===== src/rtl/round_control_if.sv =====
// Handshake bundle between the match sequencer and its environment: combat
// event inputs in, sequencing/HUD outputs back.
interface round_control_if;
  logic       start;
  logic       dead_L;
  logic       dead_R;
  logic       collision;
  logic [2:0] board_controller;
  logic       match_reset;
  logic       freeze;
  logic       respawn_L;
  logic       respawn_R;
  logic [3:0] kills_L;
  logic [3:0] kills_R;
  logic [1:0] winner;
  logic [2:0] game_state;

  // Environment side: drives the button and combat events, observes the sequencer.
  modport master (
    output start, dead_L, dead_R, collision, board_controller,
    input  match_reset, freeze, respawn_L, respawn_R,
           kills_L, kills_R, winner, game_state
  );

  // Sequencer side.
  modport slave (
    input  start, dead_L, dead_R, collision, board_controller,
    output match_reset, freeze, respawn_L, respawn_R,
           kills_L, kills_R, winner, game_state
  );
endinterface


===== src/rtl/round_control.sv =====
// Match-level sequencer for the duel game: start/fight/respawn/clash/win flow.
// Define ROUND_CTRL_CLASH_FREEZE_EN to enable the sword-clash freeze state.
module round_control #(
  parameter int RESPAWN_CYCLES = 65_000_000,
  parameter int CLASH_CYCLES   = 16_250_000,
  parameter int WIN_BOARD      = 3,
  parameter int TIMER_W        = 26
) (
  input  logic           clk,
  input  logic           reset,
  round_control_if.slave rc
);

  typedef enum logic [2:0] {
    IDLE    = 3'd0,
    FIGHT   = 3'd1,
    RESPAWN = 3'd2,
    CLASH   = 3'd3,
    WIN     = 3'd4
  } state_t;

  localparam logic [TIMER_W-1:0] RESPAWN_LOAD = TIMER_W'(RESPAWN_CYCLES - 1);
  localparam logic signed [2:0]  WIN_POS      = 3'(WIN_BOARD);
  localparam logic signed [2:0]  WIN_NEG      = 3'(-WIN_BOARD);

  state_t             state_reg;
  logic [TIMER_W-1:0] timer_reg;
  logic               pend_L_reg;
  logic               pend_R_reg;
  logic               start_prev_reg;
  logic               dead_L_prev_reg;
  logic               dead_R_prev_reg;
  logic               match_reset_reg;
  logic               freeze_reg;
  logic               respawn_L_reg;
  logic               respawn_R_reg;
  logic [3:0]         kills_L_reg;
  logic [3:0]         kills_R_reg;
  logic [1:0]         winner_reg;

  logic start_edge;
  logic dead_L_edge;
  logic dead_R_edge;
  logic any_death;
  logic board_left_win;
  logic board_right_win;

  assign start_edge      = rc.start  & ~start_prev_reg;
  assign dead_L_edge     = rc.dead_L & ~dead_L_prev_reg;
  assign dead_R_edge     = rc.dead_R & ~dead_R_prev_reg;
  assign any_death       = dead_L_edge | dead_R_edge;
  assign board_left_win  = ($signed(rc.board_controller) == WIN_POS);
  assign board_right_win = ($signed(rc.board_controller) == WIN_NEG);

`ifdef ROUND_CTRL_CLASH_FREEZE_EN
  localparam logic [TIMER_W-1:0] CLASH_LOAD = TIMER_W'(CLASH_CYCLES - 1);

  logic collision_prev_reg;
  logic collision_edge;

  assign collision_edge = rc.collision & ~collision_prev_reg;

  always_ff @(posedge clk) begin
    if (reset) collision_prev_reg <= 1'b0;
    else       collision_prev_reg <= rc.collision;
  end
`endif

  function automatic logic [3:0] sat_inc(input logic [3:0] k);
    return (k == 4'd15) ? k : k + 4'd1;
  endfunction

  always_ff @(posedge clk) begin
    if (reset) begin
      state_reg       <= IDLE;
      timer_reg       <= '0;
      pend_L_reg      <= 1'b0;
      pend_R_reg      <= 1'b0;
      start_prev_reg  <= 1'b0;
      dead_L_prev_reg <= 1'b0;
      dead_R_prev_reg <= 1'b0;
      match_reset_reg <= 1'b1;
      freeze_reg      <= 1'b1;
      respawn_L_reg   <= 1'b0;
      respawn_R_reg   <= 1'b0;
      kills_L_reg     <= 4'd0;
      kills_R_reg     <= 4'd0;
      winner_reg      <= 2'b00;
    end else begin
      start_prev_reg  <= rc.start;
      dead_L_prev_reg <= rc.dead_L;
      dead_R_prev_reg <= rc.dead_R;
      respawn_L_reg   <= 1'b0;
      respawn_R_reg   <= 1'b0;

      case (state_reg)
        IDLE: begin
          match_reset_reg <= 1'b1;
          freeze_reg      <= 1'b1;
          kills_L_reg     <= 4'd0;
          kills_R_reg     <= 4'd0;
          winner_reg      <= 2'b00;
          if (start_edge) begin
            state_reg       <= FIGHT;
            match_reset_reg <= 1'b0;
            freeze_reg      <= 1'b0;
          end
        end

        // A clash pause reacts to deaths exactly like open combat, so both share one path.
        FIGHT, CLASH: begin
          if (state_reg == FIGHT && board_left_win) begin
            state_reg  <= WIN;
            winner_reg <= 2'b01;
            freeze_reg <= 1'b1;
          end else if (state_reg == FIGHT && board_right_win) begin
            state_reg  <= WIN;
            winner_reg <= 2'b10;
            freeze_reg <= 1'b1;
          end else if (any_death) begin
            state_reg  <= RESPAWN;
            timer_reg  <= RESPAWN_LOAD;
            freeze_reg <= 1'b1;
            pend_L_reg <= dead_L_edge;
            pend_R_reg <= dead_R_edge;
            // A double kill scores for nobody.
            if (dead_L_edge && !dead_R_edge) kills_R_reg <= sat_inc(kills_R_reg);
            if (dead_R_edge && !dead_L_edge) kills_L_reg <= sat_inc(kills_L_reg);
`ifdef ROUND_CTRL_CLASH_FREEZE_EN
          end else if (state_reg == FIGHT && collision_edge) begin
            state_reg  <= CLASH;
            timer_reg  <= CLASH_LOAD;
            freeze_reg <= 1'b1;
`endif
          end else if (state_reg == CLASH && timer_reg == '0) begin
            state_reg  <= FIGHT;
            freeze_reg <= 1'b0;
          end else if (state_reg == CLASH) begin
            timer_reg <= timer_reg - 1'b1;
          end
        end

        RESPAWN: begin
          if (timer_reg == '0) begin
            state_reg     <= FIGHT;
            freeze_reg    <= 1'b0;
            respawn_L_reg <= pend_L_reg;
            respawn_R_reg <= pend_R_reg;
            pend_L_reg    <= 1'b0;
            pend_R_reg    <= 1'b0;
          end else begin
            timer_reg <= timer_reg - 1'b1;
          end
        end

        WIN: begin
          if (start_edge) begin
            state_reg       <= IDLE;
            match_reset_reg <= 1'b1;
            freeze_reg      <= 1'b1;
            kills_L_reg     <= 4'd0;
            kills_R_reg     <= 4'd0;
            winner_reg      <= 2'b00;
          end
        end

        default: begin
          state_reg       <= IDLE;
          match_reset_reg <= 1'b1;
          freeze_reg      <= 1'b1;
        end
      endcase
    end
  end

  assign rc.match_reset = match_reset_reg;
  assign rc.freeze      = freeze_reg;
  assign rc.respawn_L   = respawn_L_reg;
  assign rc.respawn_R   = respawn_R_reg;
  assign rc.kills_L     = kills_L_reg;
  assign rc.kills_R     = kills_R_reg;
  assign rc.winner      = winner_reg;
  assign rc.game_state  = state_reg;

endmodule


===== src/flat_wrapper.sv =====
// flat-port wrapper written by rule: the top's interface ports become plain ports
module round_control_flat 
#(
  parameter int RESPAWN_CYCLES = 65_000_000,
  parameter int CLASH_CYCLES   = 16_250_000,
  parameter int WIN_BOARD      = 3,
  parameter int TIMER_W        = 26
)
  (clk, reset, rc_start, rc_dead_L, rc_dead_R, rc_collision, rc_board_controller, rc_match_reset, rc_freeze, rc_respawn_L, rc_respawn_R, rc_kills_L, rc_kills_R, rc_winner, rc_game_state);
  round_control_if rc_i ();
  input  logic clk;
  input  logic reset;
  input wire logic [$bits(rc_i.start)-1:0] rc_start;
  input wire logic [$bits(rc_i.dead_L)-1:0] rc_dead_L;
  input wire logic [$bits(rc_i.dead_R)-1:0] rc_dead_R;
  input wire logic [$bits(rc_i.collision)-1:0] rc_collision;
  input wire logic [$bits(rc_i.board_controller)-1:0] rc_board_controller;
  output wire logic [$bits(rc_i.match_reset)-1:0] rc_match_reset;
  output wire logic [$bits(rc_i.freeze)-1:0] rc_freeze;
  output wire logic [$bits(rc_i.respawn_L)-1:0] rc_respawn_L;
  output wire logic [$bits(rc_i.respawn_R)-1:0] rc_respawn_R;
  output wire logic [$bits(rc_i.kills_L)-1:0] rc_kills_L;
  output wire logic [$bits(rc_i.kills_R)-1:0] rc_kills_R;
  output wire logic [$bits(rc_i.winner)-1:0] rc_winner;
  output wire logic [$bits(rc_i.game_state)-1:0] rc_game_state;
  assign rc_i.start = rc_start;
  assign rc_i.dead_L = rc_dead_L;
  assign rc_i.dead_R = rc_dead_R;
  assign rc_i.collision = rc_collision;
  assign rc_i.board_controller = rc_board_controller;
  assign rc_match_reset = rc_i.match_reset;
  assign rc_freeze = rc_i.freeze;
  assign rc_respawn_L = rc_i.respawn_L;
  assign rc_respawn_R = rc_i.respawn_R;
  assign rc_kills_L = rc_i.kills_L;
  assign rc_kills_R = rc_i.kills_R;
  assign rc_winner = rc_i.winner;
  assign rc_game_state = rc_i.game_state;
  round_control #(.RESPAWN_CYCLES(RESPAWN_CYCLES), .CLASH_CYCLES(CLASH_CYCLES), .WIN_BOARD(WIN_BOARD), .TIMER_W(TIMER_W)) u_core (.clk(clk), .reset(reset), .rc(rc_i));
endmodule

===== config.mk =====
export PLATFORM = sky130hd
export DESIGN_NAME = round_control_flat
export DESIGN_NICKNAME = d
export VERILOG_FILES = /design/src/rtl/round_control_if.sv /design/src/rtl/round_control.sv /design/src/flat_wrapper.sv
export SDC_FILE = /design/constraint.sdc
export NUM_CORES = 1
export LEC_CHECK = 0
export ABC_AREA = 1
export CORE_ASPECT_RATIO = 0.9
export CORE_MARGIN = 2
export CORE_UTILIZATION = 43
export CTS_CLUSTER_DIAMETER = 150
export DETAILED_ROUTE_END_ITERATION = 10
export GPL_ROUTABILITY_DRIVEN = 1
export GPL_TIMING_DRIVEN = 0
export PLACE_DENSITY = 0.58
export SETUP_SLACK_MARGIN = 0.15
export SLEW_MARGIN = 10
export SYNTH_ARGS = -nofsm -noshare
export SYNTH_HDL_FRONTEND = slang
export SYNTH_SLANG_ARGS = --single-unit

===== constraint.sdc =====
create_clock -name clk -period 2.2 [get_ports clk]
set_input_delay 0.44 -clock clk [delete_from_list [all_inputs] [get_ports clk]]
set_output_delay 0.44 -clock clk [all_outputs]
set_load 0.01 [all_outputs]

==> results of run 1 <==
synth_stat cells (all sizes together):
library cell and number:
nor3 6, o211ai 15, a22oi 2, or2 3, o21bai 1, a21oi 37, nand3 34, clkbuf 8
a31oi 1, buf 7, nand3b 10, nor2 79, xnor2 3, xor2 3, inv 51, o21ai 21
ha 3, dfxtp 48, nand4 7, nand2 130
power breakdown:
| part | switching (W) | total (W) | internal (W) | leakage [nW] |
|---|---|---|---|---|
| sequential | 0.000212 | 0.00126 | 0.00104 | 0.392 |
| combinational | 0.00186 | 0.00293 | 0.00106 | 1.07 |
| clock | 0.000340 | 0.000684 | 0.000343 | 0.0548 |
cell usage in the layout, fill, tap and decap left out, types with 16 or more instances in the layout:
master           count
inv_1               49
nand2_2             24
nor2_1              71
a21oi_1             16
clkdlybuf4s50_1     23
dfxtp_1             48
o21ai_0             16
a21oi_2             21
nand3_1             33
nand2_1            103
per-stage QoR:
| stage | setup slack, ns | util | TNS (ns) | hold slack [ns] | instances |
|---|---|---|---|---|---|
| after floorplan | 0.508 | - | 0 | 0.408 | 469 |
| after global placement | -0.185 | 0.493 | -3.42 | 0.432 | 585 |
| after detailed placement | -0.220 | 0.493 | -4.72 | 0.429 | 585 |
| after CTS | 0.155 | 0.510 | 0 | 0.444 | 593 |
| after global routing | 0.152 | 0.518 | 0 | 0.463 | 594 |
| final | 0.310 | 0.518 | 0 | 0.440 | 594 |
critical path, cell delays in order:
cell             delay [ns]
clkdlybuf4s50_1        0.46
inv_1                  0.05
nor2_2                 0.14
inv_1                  0.08
nand2_2                0.12
inv_2                  0.07
nand2_2                0.08
inv_1                  0.07
nand2_2                0.11
nand2_4                0.12
buf_12                 0.18
nand2_2                0.06
a21oi_2                0.05
routing by layer:
metal,global-route usage,routed length (µm),up-vias
li1,-,-,1581
met1,0.327,4310,1410
met2,0.341,3630,88
met3,0.0320,438,8
met4,0.0422,76,0
met5,0,0,-
cell families after synthesis:
kind of cell             after synthesis  share of synthesized area
AO/OA/AOI/OAI                         77                      0.163
AND/OR/NAND/NOR                      269                      0.407
buffers and inverters                 66                     0.0937
XOR/XNOR                               6                     0.0168
adder cells (fa/ha/maj)                3                     0.0120
flip-flops                            48                      0.307
final cells by class:
class,count,area share
multi-input combinational,355,0.524
tap,93,0.0319
inverter,51,0.0525
clock inverter,3,0.0127
sequential,48,0.264
clock buffer,5,0.0189
timing repair buffer,24,0.0652
buffer,15,0.0312
worst paths after layout:
kind                       startpoint                   end  slack [ns]  cells after the start
hold reg to reg     u_core.pend_R_reg   u_core.rc.respawn_R        0.44                      2
setup reg to reg  u_core.timer_reg[0]   u_core.timer_reg[8]        0.31                     11
hold / removal      u_core.pend_R_reg   u_core.rc.respawn_R        0.44                      2
setup / recovery            rc_dead_L  u_core.timer_reg[17]        0.31                     13
timing repair:
action	CTS	global route
pin swaps	0	2
setup buffers	0	1
setup endpoints to repair	10	35
gates resized for setup	1	18
==> metrics.md, run 1 <==
| Metric | Value |
|---|---|
| First-pass GRT wire length | `13,900 µm` |
| Design Power | `0.00487 W` |
| Max FFs per register | `26` |
| Core area | `7040 µm²` |
| Max-slew violations | `0` |
| Crit share post-route | `0.859` |
| Hold-fix buffers at CTS | `0` |
| Total routed wirelength | `8450 µm` |
| Via-per-instance ratio | `5.20` |
| VDD IR max | `0.000585 V` |
| Critical Path Sink Type | `register` |
| Critical path fanouts, max | `10` |
| Gr usage total | `0.220` |
| # clock sinks | `48` |
| #FFs+latches synth | `48` |
| Fin nets | `512` |
| Required time worst endpoint | `2.37 ns` |
| Final non-filler cell area | `3640 µm²` |
| Gpl congestion | `0.917` |
| Max Fclk | `529 MHz` |
| RSZ-0062 raised after global routing | `no` |
| Synth Net Count | `481` |
| Initial antenna violation count | `0` |
| DRC | `0` |
| Clock root buffer | `clkbuf_8` |
| DRT Pass-1 Iters | `5` |
| Vias in the first global route | `2,850` |
| CTS Buf Count | `5` |
| Outcome | `finished, final reports clean` |
| FILL cells | `696` |
| Worst-Skew Late Latency | `0.30 ns` |
| Antenna Nets Post-Route | `0` |
| Die Span X | `93.9 µm` |
| Synth Instances | `469` |
| Register area | `961 µm²` |
| P_leak | `1.52 nW` |
| CTS Buffer Depth | `2` |
| Die area | `7970 µm²` |
| Htree depth | `2` |
| DR iter-0 viols | `171` |
| Sequential area share after synthesis | `0.307` |
| Worst Path Class, Setup | `input port to register` |
| Antenna Cells | `0` |
| Area occupied by multi-input gates | `1910 µm²` |
| Total gr overflow | `0` |
| Synth warn | `0` |
| Port buffer count | `23` |
| Top post-synthesis cells by area | `dfxtp_1, nand2_1, nor2_1, inv_1, a21oi_2` |
| Chip Height | `84.9 µm` |
| Arr. time, crit path | `2.06 ns` |
| Area Growth Syn to Fin | `16.6%` |
| Cell Pwr Density | `1340 nW/µm²` |
| Synth unique cells | `35` |
| Final setup fails | `0` |
| HP Class | `register to register` |
| Post-DP HPWL | `6180 µm` |
| Yosys top cell by area | `dfxtp_1` |
| Post-Syn Area | `3130 µm²` |
| CTS tree | `done` |
| Worst rel slew slack | `0.473` |
| Vias | `3,087` |
| Routed len/inst | `14.2 µm` |
| Clock slew at reported path FFs | `0.10 ns` |
| Num ports | `26` |
| Period minus WS final | `1.89 ns` |
| Mapped Avg Cell Area | `6.66 µm²` |
| Final Hold Viols | `0` |
| Critical Path Start Type | `input port` |
| Largest net degree at the start of global routing | `17` |
| Max Cap Viol | `0` |
| Initial core utilization | `0.444` |
| Worst slew pin tran | `0.790 ns` |
| Area after DPL | `3470 µm²` |
| Rows | `29` |
| Share of cells above drive strength 1 | `0.168` |
| Layout Skew | `0.00432 ns` |
| Top cell type's share of synthesized area | `0.307` |
Note: power is estimated with default switching activity, not from simulation.
==> inputs of run 2 (changes only) <==
--- a/config.mk
+++ b/config.mk
@@ -6,7 +6,7 @@
 export NUM_CORES = 1
 export LEC_CHECK = 0
 export ABC_AREA = 1
-export CORE_ASPECT_RATIO = 0.9
+export CORE_ASPECT_RATIO = 0.7
 export CORE_MARGIN = 2
 export CORE_UTILIZATION = 43
 export CTS_CLUSTER_DIAMETER = 150
==> run 2 against run 1 <==
  * Via count shrank 0.29%
  * Hold slack improved by 0.024 ns
  * Largest power group unchanged
  * Register-to-register slack barely moved
  * Critical endpoint is now u_core.timer_reg[18]
  * Highest routed layer unchanged
  * Clock skew increased by 0.0080 ns
  * Sequential power is essentially flat
  * Non-clock buffer count stayed put
  * Count of clock-buffer cells in the layout is the same
  * Critical path type unchanged
  * First-iteration DRC count up 29%
==> metrics.md, run 2 (same netlist as run 1, synthesis figures left out) <==
| Metric | Value |
|---|---|
| Max-slew violations | `0` |
| Die Span X | `106 µm` |
| Routed len/inst | `14.4 µm` |
| DR iter-0 viols | `220` |
| Clk pwr share | `0.118` |
| DRT Pass-1 Iters | `5` |
| Vias | `3,078` |
| Via-per-instance ratio | `5.17` |
| Worst slew pin tran | `0.774 ns` |
| VDD IR max | `0.000828 V` |
| Worst Path Class, Setup | `input port to register` |
| Initial core utilization | `0.454` |
| Core area | `6880 µm²` |
| # clock sinks | `48` |
| CTS tree | `done` |
| Outcome | `finished, final reports clean` |
| Cell Pwr Density | `1320 nW/µm²` |
| Max Cap Viol | `0` |
| Total routed wirelength | `8580 µm` |
| FF-to-FF Start | `u_core.rc.game_state[1]` |
| Worst Reg-to-Reg Cells | `6` |
| Layout Skew | `0.0124 ns` |
| Sw Ratio | `0.511` |
| Max Fclk | `500 MHz` |
| Crit share post-route | `0.910` |
| Rows | `25` |
| Setup_tns | `0 ns` |
| Share of cells above drive strength 1 | `0.162` |
| Crit path from | `rc_dead_L` |
| Hold-fix buffers at CTS | `0` |
| Chip Height | `75.3 µm` |
| Max FFs per register | `26` |
| CTS Buffer Depth | `2` |
| RSZ-0062 raised after global routing | `yes` |
| DRC | `0` |
| HP Class | `register to register` |
| Fin nets | `512` |
| Port buffer count | `23` |
| Clock root buffer | `clkbuf_8` |
| Num ports | `26` |
| Worst-Skew Late Latency | `0.32 ns` |
| P_leak | `1.51 nW` |
| Worst Setup EP | `u_core.timer_reg[18]` |
| Total gr overflow | `0` |
| Gpl congestion | `0.960` |
| Critical Path Sink Type | `register` |
| Design Power | `0.00476 W` |
| Sw Pwr | `0.00244 W` |
| Final Hold Viols | `0` |
| Htree depth | `2` |
| Critical Path Start Type | `input port` |
| Flop pwr share | `0.264` |
| Arr. time, crit path | `2.18 ns` |
| Required time worst endpoint | `2.38 ns` |
| Fin util | `0.523` |
| Commonest non-fill, non-tap cell in the layout | `nand2_1` |
| Vias in the first global route | `2,817` |
| Antenna Nets Post-Route | `0` |
| Period minus WS final | `2.00 ns` |
| R2R setup slack | `0.32 ns` |
| Clock slew at reported path FFs | `0.09 ns` |
| Antenna Cells | `0` |
| Area Growth Syn to Fin | `15.3%` |
| Initial antenna violation count | `0` |
| Critical path fanouts, max | `10` |
| Internal power | `0.00233 W` |
| Gate power share | `0.619` |
| Final setup fails | `0` |
| Gr usage total | `0.228` |
| R2R Path End | `u_core.timer_reg[18]` |
| CTS Buf Count | `5` |
| Post-DP HPWL | `6440 µm` |
| Worst rel slew slack | `0.484` |
| Largest net degree at the start of global routing | `16` |
| Die area | `7980 µm²` |
| Commonest non-fill, non-tap cells in the layout | `nand2_1, nor2_1, inv_1, dfxtp_1, nand3_1` |
| First-pass GRT wire length | `14,000 µm` |
[run 2: how the worst min path moves through the flow]
stage | from | endpoint | slack (ns) | depth (start not counted)
finish | u_core.rc.freeze | u_core.rc.freeze | 0.46 | 2
CTS | u_core.rc.freeze | u_core.rc.freeze | 0.47 | 2
floorplan | u_core.pend_L_reg | u_core.rc.respawn_L | 0.41 | 2
global route | u_core.timer_reg[1] | u_core.timer_reg[1] | 0.51 | 2
global placement | u_core.rc.freeze | u_core.rc.freeze | 0.45 | 2
detailed placement | u_core.rc.freeze | u_core.rc.freeze | 0.45 | 2
[run 2: critical path: stages]
cell	delay (ns)
clkdlybuf4s50_1	0.39
inv_1	0.10
nor2_2	0.06
inv_1	0.08
nand2_2	0.09
inv_1	0.13
clkbuf_1	0.49
o211ai_1	0.22
nand2_1	0.13
a21oi_2	0.05
[run 2: power by group through the flow]
| stage | clock network [W] | registers, W | logic, W |
|---|---|---|---|
| detailed placement | 0 | 0.00127 | 0.00284 |
| global route | 0.000602 | 0.00129 | 0.00327 |
| global placement | 0 | 0.00127 | 0.00281 |
| finish | 0.000560 | 0.00126 | 0.00295 |
| CTS | 0.000569 | 0.00125 | 0.00286 |
| floorplan | 0 | 0.00124 | 0.00218 |
[run 2: per-stage QoR]
stage,worst slack [ns],area [µm²],instances,hold slack (ns)
3_3_place_gp,-0.192,3470,586,0.449
6_report,0.199,3600,595,0.465
3_5_place_dp,-0.195,3470,586,0.446
4_1_cts,0.184,3560,594,0.468
2_1_floorplan,0.508,3130,469,0.408
5_1_grt,0.112,3600,595,0.508
[run 2: per-layer routing]
metal / vias up / track usage / share of wire
met5: - / 0 / 0
met4: 0 / 0.0526 / 0.0087
met3: 10 / 0.0436 / 0.074
met2: 93 / 0.333 / 0.39
met1: 1392 / 0.347 / 0.53
li1: 1583 / - / -
[run 2: final cells by class]
class | instances | area, µm²
tap | 94 | 118
timing repair buffer | 24 | 238
buffer | 15 | 105
multi-input combinational | 355 | 1900
inverter | 51 | 191
sequential | 48 | 961
clock buffer | 5 | 68.8
clock inverter | 3 | 18.8
fill | 720 | 3280
[run 2: repair_timing]
item | 4_1_cts | 5_1_grt
setup buffers | 0 | 1
pin swaps | 0 | 1
setup endpoints to repair | 2 | 35
resized for setup | 2 | 12
==> inputs of run 3 (changes only) <==
--- a/config.mk
+++ b/config.mk
@@ -11,9 +11,10 @@
 export CORE_UTILIZATION = 43
 export CTS_CLUSTER_DIAMETER = 150
 export DETAILED_ROUTE_END_ITERATION = 10
+export DONT_BUFFER_PORTS = 1
 export GPL_ROUTABILITY_DRIVEN = 1
 export GPL_TIMING_DRIVEN = 0
-export PLACE_DENSITY = 0.58
+export PLACE_DENSITY = 0.54
 export SETUP_SLACK_MARGIN = 0.15
 export SLEW_MARGIN = 10
 export SYNTH_ARGS = -nofsm -noshare
==> run 3 against run 2 <==
  * Sequential power about the same
  * Clock skew decreased by 0.0073 ns
  * Wire length shrank 1.6%
  * Sequential cell count is the same
  * Worst setup slack improved by 0.016 ns
  * Combinational power fell by 4%
  * Die area is the same
  * Total power hardly changed
  * Critical endpoint is now u_core.timer_reg[20]
==> metrics.md, run 3 (same netlist as run 1, synthesis figures left out) <==
| Metric | Value |
|---|---|
| Setup_tns | `0 ns` |
| Final non-filler cell area | `3400 µm²` |
| Commonest non-fill, non-tap cells in the layout | `nand2_1, nor2_1, inv_1, dfxtp_1, nand3_1` |
| Commonest non-fill, non-tap cell in the layout | `nand2_1` |
| Chip Height | `75.3 µm` |
| DR iter-0 viols | `210` |
| Worst Reg-to-Reg Cells | `7` |
| First-pass GRT wire length | `13,500 µm` |
| Routed len/inst | `14.7 µm` |
| R2R Path End | `u_core.timer_reg[20]` |
| RSZ-0062 raised after global routing | `yes` |
| Worst-Skew Late Latency | `0.30 ns` |
| HP Class | `input port to register` |
| Area Growth Syn to Fin | `8.73%` |
| CTS Buffer Depth | `2` |
| CTS tree | `done` |
| Worst rel slew slack | `0.504` |
| Core area | `6880 µm²` |
| R2R setup slack | `0.21 ns` |
| Area occupied by multi-input gates | `1900 µm²` |
| Largest net degree at the start of global routing | `15` |
| Clock root buffer | `clkbuf_8` |
| Arr. time, crit path | `2.15 ns` |
| P_leak | `1.44 nW` |
| Htree depth | `2` |
| Gpl congestion | `0.925` |
| Area after DPL | `3240 µm²` |
| Max Fclk | `504 MHz` |
| CTS Buf Count | `5` |
| # clock sinks | `48` |
| Max FFs per register | `26` |
| DRC | `0` |
| Fin util | `0.494` |
| DRT Pass-1 Iters | `4` |
| Hold Slack | `0.232 ns` |
| Die Span X | `106 µm` |
| Layout Skew | `0.00510 ns` |
| Final Hold Viols | `0` |
| FF-to-FF Start | `u_core.rc.game_state[1]` |
| Critical Path Start Type | `register` |
| Worst slew pin tran | `0.745 ns` |
| Post-DP HPWL | `6340 µm` |
| Vias | `2,940` |
| Max Cap Viol | `0` |
| Via-per-instance ratio | `5.12` |
| Period minus WS final | `1.99 ns` |
| Initial antenna violation count | `0` |
| Hold_sp | `rc_dead_R` |
| Register area | `961 µm²` |
| Hold depth | `2` |
| Gr usage total | `0.219` |
| Port buffer count | `0` |
| Hold endpoint | `u_core.dead_R_prev_reg` |
| VDD IR max | `0.000764 V` |
| Die area | `7980 µm²` |
| Total gr overflow | `0` |
| Initial core utilization | `0.454` |
| Outcome | `finished, final reports clean` |
| Worst Path Class, Setup | `register to register` |
| Antenna Cells | `0` |
| Cell Pwr Density | `1400 nW/µm²` |
| Total routed wirelength | `8450 µm` |
| Critical path fanouts, max | `10` |
| Vias in the first global route | `2,538` |
| Clock slew at reported path FFs | `0.09 ns` |
| Antenna Nets Post-Route | `0` |
| Final setup fails | `0` |
| Critical Path Sink Type | `register` |
| Crit share post-route | `0.902` |
| Fin nets | `491` |
| Share of cells above drive strength 1 | `0.165` |
| Rows | `25` |
| Num ports | `26` |
| Max-slew violations | `0` |
| Required time worst endpoint | `2.37 ns` |
| FILL cells | `722` |
==> run 3: layout make-up <==
cell class                 count  share of cell area
multi-input combinational    355               0.558
timing repair buffer           3             0.00663
tap                           94              0.0346
clock buffer                   6              0.0214
inverter                      51              0.0563
clock inverter                 2              0.0103
sequential                    48               0.283
buffer                        15              0.0298
==> run 3: metrics by stage <==
step	cells	total power [W]	setup WS, ns
floorplan	469	0.00343	0.508
global placement	563	0.00403	0.189
detailed placement	563	0.00403	0.176
CTS	571	0.00469	0.153
global route	574	0.00516	0.111
finish	574	0.00476	0.215
==> run 3: timing repair <==
item,4_1_cts,5_1_grt
hold buffers,0,0
gates resized for setup,0,7
setup endpoints to repair,0,25
buffers inserted,0,3
endpoints found under the hold margin,0,0
==> run 3: how the worst max path moves through the flow <==
stage	start	end	slack (ns)	cells after the start
2_1_floorplan	u_core.timer_reg[0]	u_core.timer_reg[17]	0.51	10
3_3_place_gp	rc_dead_L	u_core.rc.kills_L[3]	0.19	13
3_5_place_dp	u_core.timer_reg[0]	u_core.timer_reg[24]	0.18	10
4_1_cts	u_core.timer_reg[0]	u_core.timer_reg[18]	0.15	10
5_1_grt	u_core.rc.game_state[1]	u_core.timer_reg[24]	0.11	7
6_report	u_core.rc.game_state[1]	u_core.timer_reg[20]	0.21	7
==> run 3: report_power, final <==
part / total (W) / leakage [nW] / internal (W) / switching (W)
registers: 0.00129 / 0.392 / 0.00104 / 0.000246
clock network: 0.000648 / 0.0552 / 0.000338 / 0.000310
logic: 0.00282 / 0.989 / 0.000978 / 0.00185
total: 0.00476 / 1.44 / 0.00236 / 0.00240
==> run 3: metal layers <==
metal,global-route usage,vias up,part of all wire
met5,0,-,0
met4,0.0424,0,0.0052
met3,0.0411,5,0.061
met2,0.295,71,0.38
met1,0.355,1321,0.55
li1,-,1543,-
==> run 3: critical path, cell delays in order (launching register included) <==
cell	delay, ns
dfxtp_1	0.54
inv_2	0.11
nor3_4	0.21
buf_4	0.19
clkbuf_1	0.49
o211ai_1	0.16
nand2_1	0.11
a21oi_2	0.05
